--- src/rtl/clock_pkg.sv ---
// Shared definitions for the clock set/mode controller.
//   state_t      : controller states (two run views, six edit fields)
//   FIELD_*      : adj_field codes, same order as the set_* select bits
//   FIELD_W      : width of adj_field
//   is_edit, is_date_view, field_of : small state decode helpers
package clock_pkg;

    localparam int FIELD_W = 3;

    localparam logic [FIELD_W-1:0] FIELD_SEC   = 3'd0;
    localparam logic [FIELD_W-1:0] FIELD_MIN   = 3'd1;
    localparam logic [FIELD_W-1:0] FIELD_HOUR  = 3'd2;
    localparam logic [FIELD_W-1:0] FIELD_DAY   = 3'd3;
    localparam logic [FIELD_W-1:0] FIELD_MONTH = 3'd4;
    localparam logic [FIELD_W-1:0] FIELD_YEAR  = 3'd5;

    typedef enum logic [2:0] {
        RUN_TIME,
        RUN_DATE,
        SET_SEC,
        SET_MIN,
        SET_HOUR,
        SET_DAY,
        SET_MONTH,
        SET_YEAR
    } state_t;

    function automatic logic is_edit(state_t s);
        return (s != RUN_TIME) && (s != RUN_DATE);
    endfunction

    // Date view covers the date run state and the three date edit fields.
    function automatic logic is_date_view(state_t s);
        return (s == RUN_DATE) || (s == SET_DAY) || (s == SET_MONTH) || (s == SET_YEAR);
    endfunction

    function automatic logic [FIELD_W-1:0] field_of(state_t s);
        logic [FIELD_W-1:0] f;
        case (s)
            SET_MIN:   f = FIELD_MIN;
            SET_HOUR:  f = FIELD_HOUR;
            SET_DAY:   f = FIELD_DAY;
            SET_MONTH: f = FIELD_MONTH;
            SET_YEAR:  f = FIELD_YEAR;
            default:   f = FIELD_SEC;
        endcase
        return f;
    endfunction

endpackage

--- src/rtl/idle_timer.sv ---
// Inactivity timer for the edit states.
//   clk, rst : system clock, synchronous active-high reset
//   clear    : any button pulse this cycle; restarts the count
//   tick     : 1 Hz pulse
//   en       : controller is in an edit state; count is held at 0 otherwise
//   expired  : combinational, high in the cycle whose tick completes
//              TIMEOUT_S idle seconds (never high when TIMEOUT_S == 0)
module idle_timer #(
    parameter int TIMEOUT_S = 30
) (
    input  logic clk,
    input  logic rst,
    input  logic clear,
    input  logic tick,
    input  logic en,
    output logic expired
);

    localparam int W      = (TIMEOUT_S < 1) ? 1 : $clog2(TIMEOUT_S + 1);
    localparam int TOP_I  = (TIMEOUT_S < 1) ? 0 : TIMEOUT_S;
    localparam int LAST_I = (TIMEOUT_S < 1) ? 0 : TIMEOUT_S - 1;
    localparam logic [W-1:0] TOP  = TOP_I[W-1:0];
    localparam logic [W-1:0] LAST = LAST_I[W-1:0];

    logic [W-1:0] cnt;

    // A button in the same cycle as a tick wins: the count restarts instead.
    assign expired = (TIMEOUT_S > 0) && en && tick && !clear && (cnt >= LAST);

    always_ff @(posedge clk) begin
        if (rst || !en || clear) begin
            cnt <= '0;
        end else if (tick && (cnt != TOP)) begin
            cnt <= cnt + 1'b1;
        end
    end

endmodule

--- src/rtl/clock_set_ctrl.sv ---
// Mode / set sequencing controller for the clock display path.
//   clk, rst          : system clock, synchronous active-high reset
//   tick_1hz          : one-clk pulse per second
//   btn_mode/set/inc/dec : debounced one-clk button pulses
//   mode_date         : 0 time view, 1 date view
//   set_sec..set_year : one-hot edit field selects, all 0 in run states
//   adj_inc, adj_dec  : one-clk adjust strobes, tagged with adj_field
//   hold_time/date    : freeze the counters of the field group being edited
//   dbg_state         : current controller state, for observation only
// All outputs are registered and follow the button pulse by one clk.
// Priority within a cycle: rst > btn_mode > btn_set > timeout > inc/dec.
module clock_set_ctrl
    import clock_pkg::*;
#(
    parameter int TIMEOUT_S = 30
) (
    input  logic               clk,
    input  logic               rst,
    input  logic               tick_1hz,
    input  logic               btn_mode,
    input  logic               btn_set,
    input  logic               btn_inc,
    input  logic               btn_dec,
    output logic               mode_date,
    output logic               set_sec,
    output logic               set_min,
    output logic               set_hour,
    output logic               set_day,
    output logic               set_month,
    output logic               set_year,
    output logic               adj_inc,
    output logic               adj_dec,
    output logic [FIELD_W-1:0] adj_field,
    output logic               hold_time,
    output logic               hold_date,
    output state_t             dbg_state
);

    state_t state;
    state_t next_state;
    logic   expired;
    logic   any_btn;
    logic   strobe_ok;

    // Entry to an edit state is always caused by btn_set, so clearing on any
    // button also covers "clear on entry" without a path through next_state.
    assign any_btn = btn_mode | btn_set | btn_inc | btn_dec;

    idle_timer #(.TIMEOUT_S(TIMEOUT_S)) u_idle_timer (
        .clk     (clk),
        .rst     (rst),
        .clear   (any_btn),
        .tick    (tick_1hz),
        .en      (is_edit(state)),
        .expired (expired)
    );

    always_comb begin
        next_state = state;
        case (state)
            RUN_TIME: begin
                if (btn_mode)     next_state = RUN_DATE;
                else if (btn_set) next_state = SET_SEC;
            end
            RUN_DATE: begin
                if (btn_mode)     next_state = RUN_TIME;
                else if (btn_set) next_state = SET_DAY;
            end
            SET_SEC: begin
                if (btn_mode || expired) next_state = RUN_TIME;
                else if (btn_set)        next_state = SET_MIN;
            end
            SET_MIN: begin
                if (btn_mode || expired) next_state = RUN_TIME;
                else if (btn_set)        next_state = SET_HOUR;
            end
            SET_HOUR: begin
                if (btn_mode || btn_set || expired) next_state = RUN_TIME;
            end
            SET_DAY: begin
                if (btn_mode || expired) next_state = RUN_DATE;
                else if (btn_set)        next_state = SET_MONTH;
            end
            SET_MONTH: begin
                if (btn_mode || expired) next_state = RUN_DATE;
                else if (btn_set)        next_state = SET_YEAR;
            end
            SET_YEAR: begin
                if (btn_mode || btn_set || expired) next_state = RUN_DATE;
            end
            default: next_state = RUN_TIME;
        endcase
    end

    // inc/dec only act when nothing of higher priority claimed the cycle.
    assign strobe_ok = is_edit(state) && !btn_mode && !btn_set && !expired;

    always_ff @(posedge clk) begin
        if (rst) begin
            state     <= RUN_TIME;
            mode_date <= 1'b0;
            set_sec   <= 1'b0;
            set_min   <= 1'b0;
            set_hour  <= 1'b0;
            set_day   <= 1'b0;
            set_month <= 1'b0;
            set_year  <= 1'b0;
            adj_inc   <= 1'b0;
            adj_dec   <= 1'b0;
            adj_field <= '0;
            hold_time <= 1'b0;
            hold_date <= 1'b0;
        end else begin
            state     <= next_state;
            mode_date <= is_date_view(next_state);
            set_sec   <= (next_state == SET_SEC);
            set_min   <= (next_state == SET_MIN);
            set_hour  <= (next_state == SET_HOUR);
            set_day   <= (next_state == SET_DAY);
            set_month <= (next_state == SET_MONTH);
            set_year  <= (next_state == SET_YEAR);
            hold_time <= (next_state == SET_SEC) || (next_state == SET_MIN) ||
                         (next_state == SET_HOUR);
            hold_date <= (next_state == SET_DAY) || (next_state == SET_MONTH) ||
                         (next_state == SET_YEAR);
            adj_inc   <= strobe_ok && btn_inc && !btn_dec;
            adj_dec   <= strobe_ok && btn_dec && !btn_inc;
            // adj_field keeps its last value between strobes.
            if (strobe_ok && (btn_inc ^ btn_dec)) begin
                adj_field <= field_of(state);
            end
        end
    end

    assign dbg_state = state;

endmodule
--- config.mk ---
export PLATFORM = sky130hd
export DESIGN_NAME = clock_set_ctrl
export DESIGN_NICKNAME = d
export VERILOG_FILES = /design/src/rtl/clock_pkg.sv /design/src/rtl/idle_timer.sv /design/src/rtl/clock_set_ctrl.sv
export SDC_FILE = /design/constraint.sdc
export NUM_CORES = 1
export LEC_CHECK = 0
export ABC_AREA = 1
export BUFFER_PORTS_ARGS = -buffer_cell sky130_fd_sc_hd__buf_2
export CAP_MARGIN = 40
export CORE_UTILIZATION = 35
export DETAILED_ROUTE_END_ITERATION = 6
export GPL_ROUTABILITY_DRIVEN = 0
export PLACE_DENSITY = 0.56
export SLEW_MARGIN = 15
export SYNTH_ARGS = -nofsm -noshare
export SYNTH_HDL_FRONTEND = slang
export SYNTH_SLANG_ARGS = --single-unit
export TNS_END_PERCENT = 10
--- constraint.sdc ---
create_clock -name clk -period 2.1 [get_ports clk]
set_input_delay 0.21 -clock clk [delete_from_list [all_inputs] [get_ports clk]]
set_output_delay 0.21 -clock clk [all_outputs]
set_load 0.05 [all_outputs]
==> flow_metrics.env, run 1 <==
export IMPL_pwr_share_clk_pct=18.4
export IMPL_cp_end_kind="register"
export IMPL_status="finished, final reports clean"
export IMPL_async_flop_share_pct=0
export IMPL_dieArea_sq_um=3450
export IMPL_synthTopCellsByCount="28 x nand2_1, 22 x dfxtp_1, 21 x inv_1, 18 x nor2_1, 13 x nand3_1"
export IMPL_grt_pass1_vias=869
export IMPL_hpwl_mm=1.70
export IMPL_slew_headroom_pct=65.7
export IMPL_yosys_area_top_type="dfxtp_1"
export IMPL_synth_warnings=0
export IMPL_finalCriticalPeriod_ns=1.62
export IMPL_postCtsSetupRepairBufs=0
export IMPL_diodes=0
export IMPL_hold_slack_ns=0.105
export IMPL_switching_share_pct=45.0
export IMPL_synth_cells=156
export IMPL_syn_to_final_growth_pct=16.5
export IMPL_grt_ovfl_total=0
export IMPL_switchingPower_mw=0.573
export IMPL_synthAdderAreaFrac_pct=3.33
export IMPL_worstMarginPinSlew_ns=0.511
export IMPL_coreArea_sq_um=3050
export IMPL_seqPwrFrac_pct=39.6
export IMPL_clock_sinks=22
export IMPL_hold_buffers=0
export IMPL_cp_arrival_ns=1.85
export IMPL_dr_pass1_iters=6
export IMPL_numPortBuffers=23
export IMPL_rsz0062_at_grt="false"
export IMPL_grt_start_max_net_pins=13
export IMPL_clkTransAtPathRegs_ns=0.12
export IMPL_synth_top_family_by_area="simple AND/OR/NAND/NOR gates"
export IMPL_finalMaxSlewViolations=0
export IMPL_cts_path_max_buffers=2
export IMPL_yosysTopAreaCellShare_pct=39.1
export IMPL_synth_compound_area_share_pct=10.8
export IMPL_syn_nets=166
export IMPL_start_util_pct=36.9
export IMPL_peakVddDrop_uv=280
export IMPL_final_cells=224
export IMPL_vias_per_cell=4.52
export IMPL_fill_cells=345
export IMPL_pwr_share_comb_pct=42.0
export IMPL_routed_wl_mm=2.18
export IMPL_antenna_left=0
export IMPL_crit_type="register to register"
export IMPL_muxShareOfSynthArea_pct=0
export IMPL_ys_flop_type="dfxtp_1"
export IMPL_powerDensity_nw_per_um2=969
export IMPL_required_ns=2.32
export IMPL_final_core_util_pct=43.0
export IMPL_h_tree_depth=1
export IMPL_hold_violations=0
export IMPL_cp_start_kind="register"
export IMPL_wire_per_inst_microns=9.71
export IMPL_die_width_microns=58.8
export IMPL_period_share_pct=77.3
export IMPL_drt_iter0_drc=34
export IMPL_worstHoldPathType="input port to register"
export IMPL_clock_fmax_mhz=616
export IMPL_num_vias=1012
export IMPL_pin_count=24
export IMPL_p_leak_nw=0.618
export IMPL_antenna_found_initial=0
export IMPL_finalNetCount=191
export IMPL_cts_tree="yes"
export IMPL_layout_drive_gt1_share_pct=26.7
export IMPL_ys_types=28
export IMPL_place_inst=220
export IMPL_yosys_area_share_simple_pct=36.2
export IMPL_insertion_delay_ns=0.31
export IMPL_synth_xor_area_share_pct=0
export IMPL_cap_violations=0
export IMPL_drc=0
export IMPL_report_final_setup_viol=0
export IMPL_synth_most_common_cell="nand2_1"
export IMPL_syn_mean_instance_area_sq_um=7.23
export IMPL_numCtsBuffers=3
export IMPL_timing_setup_tns_ns=0
export IMPL_clockRootBuffer="clkbuf_4"
export IMPL_yosysSeqAreaShare_pct=39.1
export IMPL_yosys_top_cells_area="dfxtp_1 39%, nand2_1 9.3%, inv_1 7.0%"
export IMPL_skew_ns=0.00374
export IMPL_die_height_microns=58.8
export IMPL_post_cts_resized_instances=0
export IMPL_finalPower_mw=1.27
export IMPL_path_max_fanout=9
export IMPL_p_int_mw=0.701
export IMPL_row_count=20
export IMPL_grt_usage_pct=14.7
export IMPL_grt_pass1_wl_mm=3.78
export IMPL_ys_seq_elements=22
export IMPL_synth_cell_area_sq_um=1130
export IMPL_synth_edf_count=0
-- placed cells by master (no fill, tap or decap), drive strengths merged --
cell type  count
nand2         33
inv           25
nor2          24
buf           23
dfxtp         22
nand3         15
a21oi         11
o21ai          9
nor3           4
clkbuf         4
ha             3
nand4          3
clkinv         1
a211oi         1
nor4           1
a31oi          1
-- metal layers --
layer,track usage [%],vias to the layer above,share of wire (%)
li1,-,544,-
met1,19.7,435,48
met2,22.2,28,45
met3,2.64,5,4.6
met4,8.16,0,2.2
met5,0,-,0
-- state kept, by name (all words and copies together) (netlist names) --
name              count
set_day               1
set_min               1
mode_date             1
adj_inc               1
hold_date             1
set_month             1
set_year              1
dbg_state             3
hold_time             1
u_idle_timer.cnt      5
set_hour              1
set_sec               1
adj_field             3
adj_dec               1
-- through the flow --
step                      setup WS, ns  instance area, sq um
final                            0.476                  1310
after detailed placement         0.479                  1280
after floorplan                  0.305                  1130
after global routing             0.220                  1310
after CTS                        0.469                  1310
after global placement           0.509                  1280
-- area by class of cell --
type                    count  area, sq um  area share [%]
inverters                  26          100            7.62
well taps                  44         55.1            4.19
clock buffers               4         36.3            2.76
repair buffers             23          115            8.76
flip-flops and latches     22          440            33.5
multi-input cells         105          567            43.1
-- logic make-up (layout without fill, tap and decap cells) --
logic type	after synthesis	in the layout
flops	22	22
buf+inv	29	53
simple gates	80	80
compound gates	22	22
fa+ha+maj	3	3
-- worst paths after layout --
path	from	to	slack, ns	cells after the start
max reg2reg	dbg_state[2]	hold_date	0.48	13
max	dbg_state[2]	hold_date	0.48	13
min reg2reg	adj_field[0]	adj_field[0]	0.45	2
min	btn_inc	adj_dec	0.11	2
-- power by group through the flow --
stage	logic (mW)	registers, mW	clock network, mW
after global routing	0.589	0.513	0.265
after detailed placement	0.537	0.515	0
after global placement	0.540	0.515	0
after floorplan	0.287	0.660	0
final	0.535	0.504	0.234
after CTS	0.538	0.505	0.243
-- worst max-delay path: stages, from the launching register on --
cell     delay, ns
dfxtp_1       0.55
inv_4         0.07
nand2_4       0.10
nand2_2       0.06
nor2_4        0.09
nand2_4       0.08
nand2_1       0.07
nand2_1       0.05
nand2_1       0.07
nand4_2       0.13
nand2_4       0.13
nand2_1       0.06
nand2_1       0.06
inv_1         0.03
(Power assumes the default switching activity.)
==> run 2: changes to the inputs <==
==> constraint.sdc (replaced) <==
create_clock -name clk -period 1.5 [get_ports clk]
set_input_delay 0.15 -clock clk [delete_from_list [all_inputs] [get_ports clk]]
set_output_delay 0.15 -clock clk [all_outputs]
set_load 0.05 [all_outputs]
==> flow_metrics.env, run 2 (synthesis results as in run 1) <==
export IMPL_antenna_found_initial=0
export IMPL_timing_final_ws_setup_ns=-0.0135
export IMPL_grt_ovfl_total=0
export IMPL_violations="setup timing"
export IMPL_pre_cts_ws_ns=-0.0249
export IMPL_layout_drive_gt1_share_pct=45.4
export IMPL_clock_sinks=22
export IMPL_powerDensity_nw_per_um2=1270
export IMPL_slew_headroom_pct=80.5
export IMPL_path_buf_inv=4
export IMPL_finalCriticalPeriod_ns=1.51
export IMPL_skew_ns=0.00505
export IMPL_period_share_pct=101
export IMPL_cp_arrival_ns=1.74
export IMPL_routed_wl_mm=2.80
export IMPL_worstHoldPathType="input port to register"
export IMPL_hold_slack_ns=0.0330
export IMPL_coreArea_sq_um=3050
export IMPL_final_cells=238
export IMPL_die_height_microns=58.8
export IMPL_cp_end_kind="register"
export IMPL_dieArea_sq_um=3450
export IMPL_crit_family="simple AND/OR/NAND/NOR gates"
export IMPL_grt_usage_pct=16.1
export IMPL_crit_type="register to register"
export IMPL_largest_reg_flops=5
export IMPL_cp_start_kind="register"
export IMPL_insertion_delay_ns=0.32
export IMPL_start_util_pct=36.9
export IMPL_grt_pass1_vias=1040
export IMPL_cts_tree="yes"
export IMPL_final_core_util_pct=50.3
export IMPL_report_final_setup_viol=1
export IMPL_clockRootBuffer="clkbuf_4"
export IMPL_place_area_sq_um=1360
export IMPL_pin_count=24
export IMPL_numCtsBuffers=3
export IMPL_dr_pass1_iters=4
export IMPL_p_leak_nw=0.706
export IMPL_startpoint="u_idle_timer.cnt[1]"
export IMPL_final_common_cell="buf_2"
export IMPL_path_cells="inv_2, ha_4, inv_2, a21oi_4, nand2_4, nand3_2, nand2_2, clkinv_2, nand4_4, nand2_4, nand2_2, nand2_1, inv_1"
export IMPL_die_width_microns=58.8
export IMPL_rsz0062_at_grt="true"
export IMPL_grt_start_max_net_pins=13
export IMPL_hold_start="btn_inc"
export IMPL_fill_cells=325
export IMPL_finalNetCount=205
export IMPL_grt_pass1_wl_mm=4.29
export IMPL_antenna_left=0
export IMPL_num_vias=1157
export IMPL_required_ns=1.73
export IMPL_vias_per_cell=4.86
export IMPL_diodes=0
export IMPL_timing_setup_tns_ns=-0.0135
export IMPL_finalPower_mw=1.95
export IMPL_cts_path_max_buffers=2
export IMPL_cap_violations=0
export IMPL_reg2reg_from="u_idle_timer.cnt[1]"
export IMPL_numPortBuffers=23
export IMPL_finalMaxSlewViolations=0
export IMPL_slowest_delay_ns=0.35
export IMPL_clkTransAtPathRegs_ns=0.12
export IMPL_place_inst=230
export IMPL_drc=0
export IMPL_worstMarginPinSlew_ns=0.292
export IMPL_path_max_fanout=7
export IMPL_syn_to_final_growth_pct=36.2
export IMPL_final_cell_area_sq_um=1540
export IMPL_h_tree_depth=1
export IMPL_wire_per_inst_microns=11.8
export IMPL_peakVddDrop_uv=595
export IMPL_most_common_layout_cells="23 x buf_2, 21 x nand2_1, 19 x inv_1, 17 x dfxtp_1, 14 x buf_4"
export IMPL_row_count=20
export IMPL_slowest_stage="dfxtp_2"
export IMPL_clock_fmax_mhz=661
export IMPL_hold_violations=0
export IMPL_top_register="u_idle_timer.cnt"
export IMPL_drt_iter0_drc=25
export IMPL_status="finished, violations left"
export IMPL_hpwl_mm=1.90
[run 2: area by class of cell]
class | count | area [sq um] | share of cell area (%)
Clock inverter | 1 | 3.75 | 0.244
Timing Repair Buffer | 37 | 220 | 14.3
Sequential cell | 22 | 452 | 29.4
Tap cell | 44 | 55.1 | 3.59
Inverter | 26 | 101 | 6.60
Multi-Input combinational cell | 105 | 681 | 44.3
Clock buffer | 3 | 22.5 | 1.47
[run 2: metal layers]
layer | part of all wire (%) | track usage, % | wire length (microns) | vias to the layer above
met4 | 3.5 | 8.50 | 99 | 0
met1 | 39 | 18.1 | 1090 | 542
met5 | 0 | 0 | 0 | -
li1 | - | - | - | 573
met2 | 53 | 29.2 | 1490 | 31
met3 | 4.2 | 2.42 | 118 | 11
[run 2: timing repair]
action	CTS	global route
hold buffers	0	0
resized for setup	11	24
buffers inserted	1	3
pin swaps	4	7
hold endpoints to repair	0	0
setup endpoints to repair	8	17
[run 2: worst reg2reg max path, cell delays in order (launching register included)]
cell	delay, ns
dfxtp_2	0.35
inv_2	0.06
ha_4	0.11
inv_2	0.04
a21oi_4	0.15
nand2_4	0.10
nand3_2	0.10
nand2_2	0.07
clkinv_2	0.06
nand4_4	0.11
nand2_4	0.13
nand2_2	0.05
nand2_1	0.05
inv_1	0.03
[run 2: path summary, 6_finish.rpt]
path | cells after the start | to | slack [ns]
min reg2reg | 2 | adj_field[0] | 0.45
min | 2 | adj_dec | 0.03
max | 13 | hold_date | -0.01
max reg2reg | 13 | hold_date | -0.01
[run 2: power breakdown]
part	total, mW	switching [mW]	internal, mW	leakage [nW]
Sequential	0.702	0.0458	0.657	0.181
Clock	0.278	0.180	0.0975	0.0154
Combinational	0.967	0.692	0.275	0.509
Total	1.95	0.918	1.03	0.706
